`src/rtl/vend_pkg.sv`:
```
// Shared types and constants for the vending controller slice.
package vend_pkg;

    localparam int unsigned MONEY_W = 5;
    localparam int unsigned COIN_W  = 4;

    localparam logic [COIN_W-1:0] COIN_10 = COIN_W'(10);
    localparam logic [COIN_W-1:0] COIN_5  = COIN_W'(5);
    localparam logic [COIN_W-1:0] COIN_1  = COIN_W'(1);

    typedef enum logic [2:0] {
        IDLE     = 3'd0,
        CHECK    = 3'd1,
        DENY     = 3'd2,
        DISPENSE = 3'd3,
        CHANGE   = 3'd4,
        CLEAR    = 3'd5
    } vend_state_e;

endpackage

```
`src/rtl/change_picker.sv`:
```
// Greedy change denomination selector: largest coin not exceeding remaining.
module change_picker
    import vend_pkg::*;
(
    input  logic [MONEY_W-1:0] remaining,
    output logic [COIN_W-1:0]  coin_c
);

    // Pick 10, then 5, else 1.
    always_comb begin
        coin_c = COIN_1;
        if (remaining >= MONEY_W'(10)) begin
            coin_c = COIN_10;
        end else if (remaining >= MONEY_W'(5)) begin
            coin_c = COIN_5;
        end
    end

endmodule

```
`src/rtl/vend_controller.sv`:
```
// Vending controller: price check, dispense, coin-by-coin change, refund.
// Optional feature macro: VEND_SALES_COUNT_EN adds a saturating sales_count output.
module vend_controller
    import vend_pkg::*;
#(
    parameter int unsigned PRICE0 = 5,
    parameter int unsigned PRICE1 = 8,
    parameter int unsigned PRICE2 = 12,
    parameter int unsigned PRICE3 = 20
) (
    input  logic               clk,
    input  logic               rst_n,
    input  logic [MONEY_W-1:0] total,
    input  logic               sel_valid,
    input  logic [1:0]         sel,
    input  logic               cancel,
    input  logic               change_ready,
    output logic               coin_accept,
    output logic               dispense,
    output logic [1:0]         item,
    output logic               deny,
    output logic               change_valid,
    output logic [COIN_W-1:0]  change_coin,
    output logic               acc_clear
`ifdef VEND_SALES_COUNT_EN
    ,
    output logic [7:0]         sales_count
`endif
);

    // Reject prices that cannot be represented or make no sense.
    if (PRICE0 < 1 || PRICE0 > 31) begin : g_bad_price0
        $error("vend_controller: PRICE0 out of range 1..31");
    end
    if (PRICE1 < 1 || PRICE1 > 31) begin : g_bad_price1
        $error("vend_controller: PRICE1 out of range 1..31");
    end
    if (PRICE2 < 1 || PRICE2 > 31) begin : g_bad_price2
        $error("vend_controller: PRICE2 out of range 1..31");
    end
    if (PRICE3 < 1 || PRICE3 > 31) begin : g_bad_price3
        $error("vend_controller: PRICE3 out of range 1..31");
    end

    vend_state_e        state;
    logic [MONEY_W-1:0] remaining;
    logic [1:0]         sel_q;
    logic [MONEY_W-1:0] price_c;
    logic [MONEY_W-1:0] rem_d_c;
    logic [COIN_W-1:0]  pick_c;

    // Price lookup for the latched selection.
    always_comb begin
        price_c = MONEY_W'(PRICE0);
        case (sel_q)
            2'd0:    price_c = MONEY_W'(PRICE0);
            2'd1:    price_c = MONEY_W'(PRICE1);
            2'd2:    price_c = MONEY_W'(PRICE2);
            default: price_c = MONEY_W'(PRICE3);
        endcase
    end

    // Next value of the change balance; the picker sees it so the coin register tracks it.
    always_comb begin
        rem_d_c = remaining;
        case (state)
            IDLE: begin
                if (!sel_valid && cancel && (total != '0)) begin
                    rem_d_c = total;
                end
            end
            CHECK: begin
                if (total >= price_c) begin
                    rem_d_c = total - price_c;
                end
            end
            CHANGE: begin
                if (change_valid && change_ready) begin
                    rem_d_c = remaining - MONEY_W'(change_coin);
                end
            end
            default: rem_d_c = remaining;
        endcase
    end

    change_picker u_change_picker (
        .remaining (rem_d_c),
        .coin_c    (pick_c)
    );

    // Controller FSM with registered Moore outputs.
    always_ff @(posedge clk) begin
        if (!rst_n) begin
            state        <= IDLE;
            remaining    <= '0;
            sel_q        <= '0;
            coin_accept  <= 1'b1;
            dispense     <= 1'b0;
            item         <= '0;
            deny         <= 1'b0;
            change_valid <= 1'b0;
            change_coin  <= '0;
            acc_clear    <= 1'b0;
        end else begin
            remaining    <= rem_d_c;
            coin_accept  <= 1'b0;
            dispense     <= 1'b0;
            item         <= '0;
            deny         <= 1'b0;
            change_valid <= 1'b0;
            change_coin  <= '0;
            acc_clear    <= 1'b0;
            case (state)
                IDLE: begin
                    if (sel_valid) begin
                        sel_q <= sel;
                        state <= CHECK;
                    end else if (cancel && (total != '0)) begin
                        state        <= CHANGE;
                        change_valid <= 1'b1;
                        change_coin  <= pick_c;
                    end else begin
                        coin_accept <= 1'b1;
                    end
                end
                CHECK: begin
                    if (total >= price_c) begin
                        state    <= DISPENSE;
                        dispense <= 1'b1;
                        item     <= sel_q;
                    end else begin
                        state <= DENY;
                        deny  <= 1'b1;
                    end
                end
                DENY: begin
                    state       <= IDLE;
                    coin_accept <= 1'b1;
                end
                DISPENSE: begin
                    if (remaining != '0) begin
                        state        <= CHANGE;
                        change_valid <= 1'b1;
                        change_coin  <= pick_c;
                    end else begin
                        state     <= CLEAR;
                        acc_clear <= 1'b1;
                    end
                end
                CHANGE: begin
                    if (change_ready && (rem_d_c == '0)) begin
                        state     <= CLEAR;
                        acc_clear <= 1'b1;
                    end else begin
                        change_valid <= 1'b1;
                        change_coin  <= pick_c;
                    end
                end
                CLEAR: begin
                    state       <= IDLE;
                    coin_accept <= 1'b1;
                end
                default: begin
                    state       <= IDLE;
                    coin_accept <= 1'b1;
                end
            endcase
        end
    end

`ifdef VEND_SALES_COUNT_EN
    // Saturating count of dispensed products.
    always_ff @(posedge clk) begin
        if (!rst_n) begin
            sales_count <= '0;
        end else if ((state == DISPENSE) && (sales_count != 8'hFF)) begin
            sales_count <= sales_count + 8'd1;
        end
    end
`endif

endmodule

```
`config.mk`:
```
export PLATFORM = sky130hd
export DESIGN_NAME = vend_controller
export DESIGN_NICKNAME = d
export VERILOG_FILES = /design/src/rtl/vend_pkg.sv /design/src/rtl/change_picker.sv /design/src/rtl/vend_controller.sv
export SDC_FILE = /design/constraint.sdc
export NUM_CORES = 1
export LEC_CHECK = 0
export CAP_MARGIN = 20
export CELL_PAD_IN_SITES_DETAIL_PLACEMENT = 0
export CELL_PAD_IN_SITES_GLOBAL_PLACEMENT = 2
export CORE_ASPECT_RATIO = 1.5
export CORE_MARGIN = 8
export CORE_UTILIZATION = 34
export CTS_CLUSTER_SIZE = 12
export DETAILED_ROUTE_END_ITERATION = 10
export PLACE_DENSITY_LB_ADDON = 0.1
export SYNTH_ARGS = -nofsm -noshare
export SYNTH_HDL_FRONTEND = slang
export SYNTH_SLANG_ARGS = --single-unit
```
`constraint.sdc`:
```
create_clock -name clk -period 8.5 [get_ports clk]
set_clock_uncertainty 0.15 [all_clocks]
set_input_delay 2.55 -clock clk [delete_from_list [all_inputs] [get_ports clk]]
set_output_delay 2.55 -clock clk [all_outputs]
set_load 0.02 [all_outputs]
```
==> flow_summary.ini <==
[timing]
fmax_ghz = 0.166
post-route-min-period_ns = 6.02
worstMarginPinSlew_ns = 0.766
setup_viol = 0
final-hold-violation-count = 0
max-slew-margin-rel_pct = 48.6
hold_ws_ns = 0.381
rsz0062_at_grt = no
maxSlewViolCount = 0
timing.final.crit_share_pct = 70.8
fin_setup_tns_ns = 0

[drt]
route.met2.wl_um = 2250
detail-route-antenna-nets = 0
dr_wl_met3_um = 129
drt-met1-wl_um = 1720
vias = 1364
top_layer_used = met4
wl_per_cell_um = 17.2
vias_per_cell = 5.57
drc_errors = 0
drt_iter0_markers = 56
wl_um = 4210
dr.pass1.iters = 4

[logic_synthesis]
netlist-cell-type-count = 55
synth_ff_type = dfxtp_1
synthTopCellsByArea = dfxtp_1 (27%), ha_1 (10%), a21oi_1 (4.7%)
synth.avg_cell_area_sq_um = 8.26
ys_seq_area_share_pct = 27.1
synth_common_cells = dfxtp_1 (20), nor2_1 (16), inv_1 (15)
synth_cells = 179
synth-async-reset-ratio_pct = 0
syn_area_sq_um = 1480
ys_warn_count = 0
synth_area_leader_cell = dfxtp_1
synth_edf_count = 0
synth_nets = 204
synthMostInstantiatedCell = dfxtp_1
yosys.area.top_type_share_pct = 27.1
ys_ff_latch = 20

[status]
status = completed

[power]
finalPower_w = 0.000352
power_leakage_nw = 0.695
p_per_area_nw_per_um2 = 196
ir_drop_mv = 0.102

[placed_design]
finalWeightedCongestion = 0.892
port_buffers = 22
dp_hpwl_um = 3540

[clock_network]
cts.path.max_buffers = 2
cts_buffers = 3
postCtsSetupBuffers = 0
ctsHoldBuffers = 0
clk_pin_slew_ns = 0.08
cts.sinks = 20
cts_resized = 0
cts_max_level = 1
clk_latency_ns = 0.27
root_buffer = clkbuf_8
cts_tree = yes

[floorplanning]
initial_core_util_pct = 35.1
rows = 29
core_area_sq_um = 4210
die_h_um = 96.7
die_x_um = 69.8
io_pins = 23
dieArea_sq_um = 6750

[setup_path]
r2r_start = sel_q[1]
critical_path.max_fanout = 7
path_cells = clkdlybuf4s50_1 -> ha_1 -> and3b_4 -> a2111o_1 -> a21oi_1 -> nor2_1 -> a211oi_1 -> mux2_2 -> a2111oi_1
critPathLaunch = total[2]
crit_end = change_coin[2]
reg2reg_slack_ns = 4.61
worst-setup-path-type = in2reg
r2r_end = change_coin[2]
slowest_delay_ns = 0.64
worstPathRequired_ns = 8.49
reg2regPathDepth = 10
setup.worst_path.start_class = primary input
worstPathArrival_ns = 6.01
endpoint_kind = register
crit_slowest_cell = a211oi_1

[grt]
grt_pass1_wl_um = 6930
grt_max_degree = 16
grt_pass1_vias = 1432
grt_antenna_before_repair = 0
grtUsageTotal_pct = 12.5
overflow = 0

[hold_path]
holdCritPathClass = reg2reg

[layout]
layout.nets = 225
fillCellCount = 441
drive_gt1_share_pct = 7.04
fin_util_pct = 42.7
antennaDiodeCount = 0
area.growth.synth_to_final_pct = 21.8

[job]
drv_cap = 0
cell usage in the layout (no fill, tap or decap), types with 3 or more instances in the layout:
cell type / synthesis / layout
a211oi_1: 6 / 6
nor4_1: 3 / 3
clkbuf_8: 0 / 3
inv_1: 15 / 15
dfxtp_1: 20 / 20
nor2_1: 16 / 16
nand2b_1: 3 / 3
nor3_1: 6 / 6
a21oi_1: 14 / 14
nand3b_1: 3 / 3
o21ai_0: 9 / 9
ha_1: 12 / 12
nand3_1: 3 / 3
clkdlybuf4s50_1: 0 / 22
a21o_1: 3 / 3
mux2i_1: 4 / 4
and2_1: 3 / 3
nand2_1: 12 / 12
per-layer routing:
metal,track usage (%),up-vias
met2,23.2,22
met4,5.90,0
met3,2.56,9
met1,12.6,633
li1,-,700
met5,0,-
cell families (layout without fill, tap and decap cells):
group / count (synthesis) / after routing / share of synthesized area (%)
and+or+nand+nor: 64 / 64 / 23.3
DFF: 20 / 20 / 27.1
adders and majority gates: 13 / 13 / 11.5
xor gates and xnor gates: 4 / 4 / 2.37
buffers and inverters: 21 / 41 / 5.67
muxes: 6 / 6 / 4.23
AOI/OAI and AO/OA: 51 / 51 / 25.8
layout make-up:
class	count	area (sq um)	area share, %
clock buffers	3	41.3	2.29
clock inverters	1	30.0	1.67
inverters	15	56.3	3.13
multi-input cells	138	993	55.2
flip-flops and latches	20	400	22.3
well taps	46	57.6	3.20
repair buffers	22	220	12.2
state kept, by name (all words and copies together) (netlist names):
register	count
sel_q	2
remaining	5
acc_clear	1
deny	1
item	2
change_valid	1
state	3
dispense	1
coin_accept	1
change_coin	3
worst max-delay path, delay by kind of cell:
kind / cells / cell delay, ns
mux: 1 / 0.41
fa+ha+maj: 1 / 0.43
compound gates: 4 / 1.81
buf+inv: 1 / 0.46
simple gates: 2 / 0.35
through the flow:
stage | setup WS (ns) | cells | instance area [sq um]
floorplan | 3.18 | 179 | 1480
global placement | 2.25 | 241 | 1730
detailed placement | 2.23 | 241 | 1730
CTS | 2.49 | 245 | 1800
global route | 2.27 | 245 | 1800
finish | 2.48 | 245 | 1800
power breakdown:
part	internal (W)	switching [W]	total [W]	leakage [nW]
registers	0.000103	0.0000121	0.000115	0.163
clock network	0.0000630	0.0000343	0.0000973	0.0357
logic	0.0000607	0.0000793	0.000140	0.496
total	0.000227	0.000126	0.000352	0.695
worst min path at each step:
stage                     cells after the start  slack (ns)      end     start
after floorplan                               1        0.34  item[1]  sel_q[1]
after global placement                        1        0.37  item[1]  sel_q[1]
after detailed placement                      1        0.38  item[1]  sel_q[1]
after CTS                                     1        0.39  item[1]  sel_q[1]
after global routing                          1        0.40  item[1]  sel_q[1]
final                                         1        0.38  item[1]  sel_q[1]
Note: power is estimated with default switching activity, not from simulation.
